## src/rtl/instruction_fetch.sv

```systemverilog
// -----------------------------------------------------------------------------
// instruction_fetch
//   Fetch-side initiator for a combinational, word-addressed instruction
//   memory. Holds the program counter, drives it as the byte address to
//   memory, buffers returned words in a small FIFO and presents {pc, instr}
//   to decode over a valid/ready handshake. Supports redirect with flush,
//   halt, and a sticky fault for misaligned or out-of-range fetch addresses.
//
// Ports
//   clk            in   1   clock, rising edge
//   rst            in   1   synchronous active-high reset
//   imem_addr      out  32  byte address to instruction memory (= pc register)
//   imem_instr     in   32  word returned for imem_addr in the same cycle
//   redirect_valid in   1   redirect request (flushes buffer)
//   redirect_pc    in   32  redirect target byte address
//   halt           in   1   suspend new fetches while high
//   if_valid       out  1   buffer head valid
//   if_ready       in   1   decode accepts head
//   if_instr       out  32  head instruction (0 when empty)
//   if_pc          out  32  head byte address (0 when empty)
//   if_fault       out  1   sticky fetch fault
// -----------------------------------------------------------------------------
module instruction_fetch #(
  parameter logic [31:0] RESET_PC   = 32'h0000_0000,
  parameter int          MEM_WORDS  = 256,
  parameter int          FIFO_DEPTH = 2
) (
  input  logic        clk,
  input  logic        rst,
  output logic [31:0] imem_addr,
  input  logic [31:0] imem_instr,
  input  logic        redirect_valid,
  input  logic [31:0] redirect_pc,
  input  logic        halt,
  output logic        if_valid,
  input  logic        if_ready,
  output logic [31:0] if_instr,
  output logic [31:0] if_pc,
  output logic        if_fault
);

  localparam int AW = $clog2(FIFO_DEPTH);
  localparam int PW = AW + 1;
  localparam logic [PW-1:0] PTR_ONE     = PW'(1);
  localparam logic [PW-1:0] DEPTH_CNT   = PW'(FIFO_DEPTH);
  localparam logic [31:0]   MEM_WORDS_W = 32'(MEM_WORDS);

  typedef enum logic [1:0] {
    ST_FETCH  = 2'd0,
    ST_HALTED = 2'd1,
    ST_FAULT  = 2'd2
  } state_e;

  state_e          state_q, state_d;
  logic [31:0]     pc_q, pc_d;
  logic [PW-1:0]   wr_ptr_q, wr_ptr_d;
  logic [PW-1:0]   rd_ptr_q, rd_ptr_d;
  logic [31:0]     pc_buf_q    [FIFO_DEPTH];
  logic [31:0]     instr_buf_q [FIFO_DEPTH];

  logic [PW-1:0]   count_s;
  logic            empty_s;
  logic            full_s;
  logic            pop_s;
  logic            push_s;
  logic [31:0]     word_idx_s;
  logic            fault_cond_s;

  // Pointers carry one extra wrap bit so full and empty are distinguishable.
  assign count_s      = wr_ptr_q - rd_ptr_q;
  assign empty_s      = (count_s == {PW{1'b0}});
  assign full_s       = (count_s == DEPTH_CNT);
  assign pop_s        = (!empty_s) && if_ready;
  assign word_idx_s   = {2'b00, pc_q[31:2]};
  assign fault_cond_s = (pc_q[1:0] != 2'b00) || (word_idx_s >= MEM_WORDS_W);

  assign imem_addr = pc_q;
  assign if_valid  = !empty_s;
  assign if_fault  = (state_q == ST_FAULT);

  // Head of buffer presented to decode; zeroed when nothing is buffered.
  always_comb begin
    if_instr = 32'h0000_0000;
    if_pc    = 32'h0000_0000;
    if (!empty_s) begin
      if_instr = instr_buf_q[rd_ptr_q[AW-1:0]];
      if_pc    = pc_buf_q[rd_ptr_q[AW-1:0]];
    end else begin
      if_instr = 32'h0000_0000;
      if_pc    = 32'h0000_0000;
    end
  end

  // Next-state, pc and pointer logic. Redirect wins over everything but reset;
  // it flushes the buffer (discarding any same-cycle pop) and never pushes.
  always_comb begin
    state_d  = state_q;
    pc_d     = pc_q;
    wr_ptr_d = wr_ptr_q;
    rd_ptr_d = rd_ptr_q;
    push_s   = 1'b0;
    if (redirect_valid) begin
      pc_d     = redirect_pc;
      wr_ptr_d = {PW{1'b0}};
      rd_ptr_d = {PW{1'b0}};
      state_d  = halt ? ST_HALTED : ST_FETCH;
    end else begin
      if (pop_s) begin
        rd_ptr_d = rd_ptr_q + PTR_ONE;
      end else begin
        rd_ptr_d = rd_ptr_q;
      end
      case (state_q)
        ST_FETCH: begin
          // The address check gates the push; a fault outranks halt.
          if (fault_cond_s) begin
            state_d = ST_FAULT;
          end else if (halt) begin
            state_d = ST_HALTED;
          end else if (!full_s || pop_s) begin
            push_s   = 1'b1;
            pc_d     = pc_q + 32'd4;
            wr_ptr_d = wr_ptr_q + PTR_ONE;
          end else begin
            state_d = ST_FETCH;
          end
        end
        ST_HALTED: begin
          state_d = halt ? ST_HALTED : ST_FETCH;
        end
        ST_FAULT: begin
          // Only a redirect or reset leaves FAULT.
          state_d = ST_FAULT;
        end
        default: begin
          state_d = ST_FAULT;
        end
      endcase
    end
  end

  // Control registers: state, pc and buffer pointers.
  always_ff @(posedge clk) begin
    if (rst) begin
      state_q  <= ST_FETCH;
      pc_q     <= RESET_PC;
      wr_ptr_q <= {PW{1'b0}};
      rd_ptr_q <= {PW{1'b0}};
    end else begin
      state_q  <= state_d;
      pc_q     <= pc_d;
      wr_ptr_q <= wr_ptr_d;
      rd_ptr_q <= rd_ptr_d;
    end
  end

  // Buffer storage: captures {pc, imem_instr} on a push.
  always_ff @(posedge clk) begin
    if (rst) begin
      for (int i = 0; i < FIFO_DEPTH; i++) begin
        pc_buf_q[i]    <= 32'h0000_0000;
        instr_buf_q[i] <= 32'h0000_0000;
      end
    end else if (push_s) begin
      pc_buf_q[wr_ptr_q[AW-1:0]]    <= pc_q;
      instr_buf_q[wr_ptr_q[AW-1:0]] <= imem_instr;
    end else begin
      for (int i = 0; i < FIFO_DEPTH; i++) begin
        pc_buf_q[i]    <= pc_buf_q[i];
        instr_buf_q[i] <= instr_buf_q[i];
      end
    end
  end

endmodule

```

## config.mk

```make
export PLATFORM = sky130hd
export DESIGN_NAME = instruction_fetch
export DESIGN_NICKNAME = d
export VERILOG_FILES = /design/src/rtl/instruction_fetch.sv
export SDC_FILE = /design/constraint.sdc
export NUM_CORES = 1
export LEC_CHECK = 0
export CORE_MARGIN = 10
export CORE_UTILIZATION = 47
export CTS_BUF_LIST = sky130_fd_sc_hd__clkbuf_2 sky130_fd_sc_hd__clkbuf_4 sky130_fd_sc_hd__clkbuf_8
export DETAILED_ROUTE_END_ITERATION = 16
export PLACE_DENSITY = 0.76
export SYNTH_ARGS = -nofsm -noshare
export SYNTH_HDL_FRONTEND = slang
export SYNTH_SLANG_ARGS = --single-unit
```

## constraint.sdc

```tcl
create_clock -name clk -period 3 [get_ports clk]
set_input_delay 0.45 -clock clk [delete_from_list [all_inputs] [get_ports clk]]
set_output_delay 0.45 -clock clk [all_outputs]
set_load 0.005 [all_outputs]
```

# [After elaboration in Yosys (flattened, before gate mapping)]
# Memory sizes are Yosys's and may differ from the RTL's. A register that Yosys moved wholly into a read port is not among the register bits.
# Cells that the tools add are included.
[totals] regBits=38 mem_bits_rw=128 inputBits=69 out_inout_bits=98 elab_cells=80 n_memories=2
[classes] n_addsub=4 magnitude_cmp=1 eq_ne=7 muxes=40 n_bitwise=6 reduce_logical=16
[memory_table] memory="instr_buf_q" depth=2 word_bits=32 read_ports=1 rd_ports_with_merged_regs=1 wr=2 line="59" source="logic [31:0] instr_buf_q [FIFO_DEPTH];"
[memory_table] memory="pc_buf_q" depth=2 word_bits=32 read_ports=1 rd_ports_with_merged_regs=1 wr=2 line="58" source="logic [31:0] pc_buf_q [FIFO_DEPTH];"
[ops] op="32-bit two-way mux" n=13
[ops] op="32-bit OR reduction" n=2
[ops] op="32-bit by 3-bit adder with 32-bit output, second input constant" n=1
[ops] op="30-bit by 9-bit greater-or-equal comparator with 1-bit output, second input constant" n=1
[ops] op="1-bit two-way mux" n=22
[ops] op="2-bit two-way mux" n=4
[ops] op="4-bit AND reduction" n=2
[ops] op="2-bit nonzero test" n=3
[ops] op="5-bit inequality test, second input constant" n=1
[ops] op="2-bit by 1-bit adder with 2-bit output, second input constant" n=2
[ops] op="2-bit == test, second input constant" n=2
[ops] op="2-bit logical NOT" n=2
[ops] op="2-bit inequality test, second input constant" n=2
[ops] op="1-bit bitwise OR" n=4
[ops] op="2-bit one-hot mux with 2 select lines" n=1
[ops] op="2-bit by 1-bit == test with 1-bit output, second input constant" n=1
[ops] op="1-bit logical NOT" n=2
[ops] op="1-bit logical OR" n=2
[ops] op="1-bit NOT" n=2
[ops] op="2-bit AND reduction" n=1
[ops] op="2-bit OR reduction" n=1
[ops] op="2-bit subtractor" n=1
[ops] op="1-bit logical AND" n=1
[ops] op="0-bit inequality test" n=1

# [Logic depth before layout (Yosys ltp)]
# Gate-level depths: netlist (run 1).
[depth] depth_word=16 ltp_mapped=8 mapped_depth_nobuf=6

# [Worst setup path after synthesis (run 1)]
# OpenSTA, ideal clock, no wires.
[synth_timing] path_kind="register to register" from="register pc_q[21] (netlist: imem_addr[21])" to="memory instr_buf_q[0][0] (enable)" setup_ps=398 t_arrival_ps=2470 required_time_ps=2602 path_slack_ps=132 path_stages_with_launch=6 n_path_buf=1 period_less_slack_ps=2868 cell_sequence="dfxtp_1 -> nor4_1 -> nand4_1 -> nor4_2 -> buf_2 -> a31o_2"
[synth_rtl] item="start: declaration" line="55" source="logic [31:0] pc_q, pc_d;"
[synth_rtl] item="start signal: assignment" line="151" source="pc_q <= pc_d;"
[synth_rtl] item="end: declaration" line="59"

# [Final worst setup path (run 1)]
[layout_timing] from="register rd_ptr_q[0]" to="output port if_pc[7]"
[layout_between] elab_chain_cells=3
[layout_lines] item="start: declaration" line="57" source="logic [PW-1:0] rd_ptr_q, rd_ptr_d;"
[layout_lines] item="start signal: assignment" line="148" source="rd_ptr_q <= {PW{1'b0}};"
[layout_lines] item="start signal: assignment" line="153" source="rd_ptr_q <= rd_ptr_d;"
[layout_lines] item="2-bit subtractor" line="70" source="assign count_s = wr_ptr_q - rd_ptr_q;"
[layout_lines] item="2-bit logical NOT" line="71" source="assign empty_s = (count_s == {PW{1'b0}});"
[layout_lines] item="32-bit two-way mux" line="85" source="if (!empty_s) begin"
[layout_lines] item="end: declaration" line="38" source="output logic [31:0] if_pc,"
# Every way passes these cells.

==> run metrics, run 1 <==
met1 Resource Use GR 0.165; Final Max Tran Viols 0; HP Class input pin to flip-flop; register area share after synthesis 0.656; commonest non-fill, non-tap cell in the layout clkdlybuf4s50_1; GRT Overall Usage 0.157; RD Place Congestion 0.824; Tmin final about 2800 ps; H-tree Lvls 4; #FFs+latches synth about 170; largest net degree at the start of global routing between 40 and 50; worst path cell trace xor2_2, nor2b_4, buf_4, nor2_1, clkdlybuf4s50_1; fin crit share 0.926; Area growth syn-to-layout 36.5%; cell count after placement 925; Max Fclk 360 MHz; hold_buf cts 0; Vias/cell 4.89; Chip Height roughly 140 µm; flop2flop setup slack ~310 ps; PortBufs 166; first-pass GRT wire length 24.9 mm; Non-Filler Instances 959; startpoint types flip-flop; multi-input logic area 2470 µm²; Max IR drop VDD 0.000288 V; Die W 142 µm; max-cap viol count 0; fillers 1123; area post-placement a little over 9000 µm²; Critical Path Sink Type primary output; leak pwr 3.50 nW; final total negative setup slack 0 ps; Setup Viol. Count Final 0; gr ovfl total 0; number of diodes 0; Iter 0 DRT Violations 243; status completed; TritonRoute pass-1 iters 4; Setup crit start rd_ptr_q[0]; CTS buffer count 17; Clock Sinks 167; crit path DAT between 2000 and 2500 ps; slowest CP cell clkdlybuf4s50_1; Unique masters post-synth 37; antenna-violating nets left 0; Post-Synthesis Cells 547; Register-to-Register Path Depth 5; top-level I/O count 167; post-synthesis async set-or-reset flop share 0; count of flip-flops with a built-in enable after synthesis 128; crit-path max FO 17; initial antenna violation count 0; met2 usage 0.268; clock slew at reported path FFs approximately 80 ps; vias in the first global route 4926; cell area after synthesis around 7100 µm²; Slew Limit Headroom 0.533; reg-to-reg critical path startpoint imem_addr[22]; DR DRC count 0; Final Instance Area just under 10000 µm²; Post-synth top flop edfxtp_1; clk root buf clkbuf_8; crit path to if_pc[7]; total number of yosys warnings 0; core box area 14600 µm²; share of layout cells above drive strength 1 0.0826; final hold violation count 0; routed length per instance 16.5 µm; RSZ-0062 raised after global routing false; Register Area 4630 µm²; CTS max path bufs 2; Cell Rows 44; Slew @ Worst Pin roughly 690 ps; commonest cells after routing, fill and taps aside clkdlybuf4s50_1, edfxtp_1, nor2_1, mux2i_1, and2_1; syn avg cell area 12.9 µm²; vias post-DR between 4000 and 5000; CP peak stage delay 560 ps; gr busiest metal met2; die area 20300 µm²; Final HPWL DP 11.4 mm; grt met3 use 0.0711; R2R Path End instr_buf_q[1][25]; CTS tree done; Worst Skew 10.8 ps; Final nets between 800 and 900; DRT Wirelength between 15 and 20 mm; Power Density between 400 and 500 nW/µm²; Setup Crit Path Kind flip-flop to primary output; Starting Density 0.482; clk_lat worst skew approximately 440 ps; Req. time, crit path 2550 ps
## timing repair
item / 4_1_cts / 5_1_grt
cloned: 1 / 0
buffers inserted: 1 / 0
resized for setup: 1 / 1
endpoints found under the setup margin: 31 / 1
hold endpoints to repair: 0 / 0
## power by group
group | total [W] | switching, W | internal (W)
combinational | 0.000349 | 0.000155 | 0.000194
sequential | 0.00264 | 0.0000476 | 0.00260
clock | 0.00161 | 0.000727 | 0.000885
total | 0.00461 | 0.000929 | 0.00368
## critical path, delay by kind of cell (launching register included)
kind | cells | cell delay, ps
buffers and inverters | 2 | 780
flip-flops | 1 | 410
XOR/XNOR | 1 | 370
AND/OR/NAND/NOR | 2 | 320
## state kept, by name, indices dropped and copies added, names as in the netlist, named ones only
| signal | cells |
|---|---|
| instr_buf_q | 64 |
| state_q | 2 |
| rd_ptr_q | 2 |
| pc_buf_q | 64 |
| wr_ptr_q | 2 |
| imem_addr | 32 |
## logic make-up (layout without fill, tap and decap cells)
family,Yosys count,after routing,share of synthesized area
other cells,1,48,0.000532
compound gates,25,25,0.0261
buf+inv,46,226,0.0261
fa+ha+maj,2,2,0.00355
flops,167,167,0.656
xor+xnor,6,6,0.00745
mux,88,88,0.125
simple gates,212,213,0.156
## metal layers
layer | vias up | routed length (µm) | part of all wire
met5 | - | 0 | 0
met4 | 0 | 297 | 0.019
met3 | 23 | 1510 | 0.095
met2 | 145 | 7900 | 0.50
met1 | 2206 | 6140 | 0.39
li1 | 2319 | - | -
## per-stage QoR
step | power [W] | hold WS (ps) | setup WS, ps | util
detailed placement | 0.00305 | 501 | 269 | 0.627
floorplan | 0.00283 | 471 | 132 | -
CTS | 0.00465 | 413 | 18.0 | 0.657
global placement | 0.00303 | 484 | 313 | 0.627
finish | 0.00461 | 445 | 221 | 0.657
global route | 0.00479 | 441 | 78.2 | 0.657
## worst min path at each step
stage	end	startpoint	depth (start not counted)
after floorplan	wr_ptr_q[1]	wr_ptr_q[1]	2
after global placement	wr_ptr_q[1]	wr_ptr_q[1]	2
after detailed placement	imem_addr[8]	imem_addr[7]	2
after CTS	imem_addr[15]	redirect_valid	3
after global routing	imem_addr[20]	redirect_valid	3
final	imem_addr[15]	redirect_valid	3
## cells in the mapped netlist, types with 5 or more instances
master      n  share of area
a31o_2      5         0.0062
buf_2       9         0.0064
nand4_1     6         0.0053
nor4_1     16          0.014
buf_1      12         0.0064
nor2_1     98          0.052
clkbuf_1   14         0.0075
edfxtp_1  128           0.55
mux2i_1    88           0.12
dfxtp_1    39           0.11
nand2_1     5         0.0027
and2_1     70          0.062
inv_1      10         0.0053
## area by class of cell
type / count / area share
timing repair buffer: 183 / 0.192
clock inverter: 9 / 0.0130
sequential: 167 / 0.481
clock buffer: 23 / 0.0296
multi-input combinational: 382 / 0.256
inverter: 11 / 0.00429
tap: 184 / 0.0239
Note: power is estimated with default switching activity, not from simulation.
==> run 2: changes to the inputs <==
Settings changed: CORE_UTILIZATION 47 to 55, PLACE_DENSITY 0.76 to 0.84, SKIP_LAST_GASP set to 1.
Clock period 3 ns to 3.4 ns, I/O delays scaled along.
==> run 2 against run 1 <==
Via count grew 1.7%. Sequential power down 12%. Combinational power shrank 13%.
==> run metrics, run 2 (synthesis results as in run 1) <==
Max Fclk 323 MHz; max-cap viol count 0; WHS 512 ps; Starting Density 0.561; Final HPWL DP around 12 mm; share of layout cells above drive strength 1 0.0701; Power Density ~440 nW/µm²; HP Class flip-flop to flip-flop; crit-path max FO 17; DRT Wirelength approximately 17 mm; pre-CTS setup slack 530 ps; Clock Sinks 167; Chip Height 133 µm; commonest non-fill, non-tap cell in the layout clkdlybuf4s50_1; Area growth syn-to-layout 36.4%; Register Area 4630 µm²; die area 17800 µm²; TritonRoute pass-1 iters 5; fin crit share 0.912; leak pwr about 3.5 nW; vias post-DR 4775; Iter 0 DRT Violations 374; clock slew at reported path FFs about 80 ps; Req. time, crit path 2890 ps; top-level I/O count 167; Setup Crit Path Kind flip-flop to primary output; Tmin final 3100 ps; largest net degree at the start of global routing 47; Critical Path Sink Type primary output; vias in the first global route 5055; antenna-violating nets left 0; worst setup margin 300 ps; number of diodes 0; Slew Limit Headroom 0.530; Final Max Tran Viols 0; crit path DAT 2590 ps; final total negative setup slack 0 ps; clk_lat worst skew approximately 460 ps; commonest cells after routing, fill and taps aside clkdlybuf4s50_1, edfxtp_1, nor2_1, mux2i_1, and2_1; CTS buffer count 17; first-pass GRT wire length 26.3 mm; final hold violation count 0; clk root buf clkbuf_8; RSZ-0062 raised after global routing false; RD Place Congestion roughly 0.79; Cell Rows 41; fillers about 800; GRT Overall Usage 0.187; Max IR drop VDD 0.000263 V; Slew @ Worst Pin around 700 ps; status completed; routed length per instance 17.6 µm; DR DRC count 0; Worst Skew ~7.9 ps; PortBufs roughly 170; core box area 12600 µm²; startpoint types flip-flop; Die W 133 µm; Final nets 828; CTS tree done; Vias/cell 5.07; multi-input logic area 2450 µm²; CTS max path bufs 2; H-tree Lvls 4; initial antenna violation count 0; cts repair resizes 0; Setup Viol. Count Final 0; gr ovfl total 0
[run 2: cell types whose count changed in the layout (fill, tap and decap cells not counted), moves of 2 or more]
cell	previous run	this run
bufinv_16	3	6
clkinv_2	4	2
buf_4	12	7
clkbuf_4	5	0
clkinv_1	1	4
[run 2: final timing paths]
| kind | from | end | slack [ps] | depth (start not counted) |
|---|---|---|---|---|
| setup / recovery | rd_ptr_q[1] | if_instr[6] | 300 | 4 |
| hold reg to reg | imem_addr[7] | imem_addr[8] | 510 | 2 |
| setup reg to reg | rd_ptr_q[0] | instr_buf_q[1][5] | 510 | 6 |
| hold / removal | imem_addr[7] | imem_addr[8] | 510 | 2 |
[run 2: report_power, final]
part	switching [W]	internal [W]	total [W]
logic	0.000139	0.000166	0.000305
clock network	0.000693	0.000937	0.00163
registers	0.0000437	0.00229	0.00233
[run 2: worst max-delay path, cell delays in order, from the launching register on]
cell and delay, ps:
dfxtp_1 340, xnor2_1 490, nor2b_2 710, nor2_1 110, clkdlybuf4s50_1 480
[run 2: cell type report]
class / instances / share of cell area
Tap cell: 172 / 0.0224
Clock buffer: 17 / 0.0243
Multi-Input combinational cell: 382 / 0.255
Clock inverter: 15 / 0.0242
Sequential cell: 167 / 0.481
Timing Repair Buffer: 178 / 0.189
Inverter: 11 / 0.00429
[run 2: layer usage]
layer  track usage  vias to the layer above  wire (µm)
met5             0                        -          0
met1         0.205                     2279       6430
met3        0.0981                       18       1790
met4        0.0677                        0        231
li1              -                     2312          -
met2         0.303                      166       8100
[run 2: stage by stage]
stage               utilization  area [µm²]  cells  total power (W)
finish                    0.765        9620    942          0.00427
global route              0.765        9620    942          0.00442
CTS                       0.765        9620    942          0.00430
detailed placement        0.727        9140    908          0.00268
global placement          0.727        9140    908          0.00267
floorplan                     -        7230    594          0.00250
[run 2: what timing repair did]
action,CTS,global route
buffers inserted,1,0
setup endpoints to repair,2,0
hold buffers,0,0
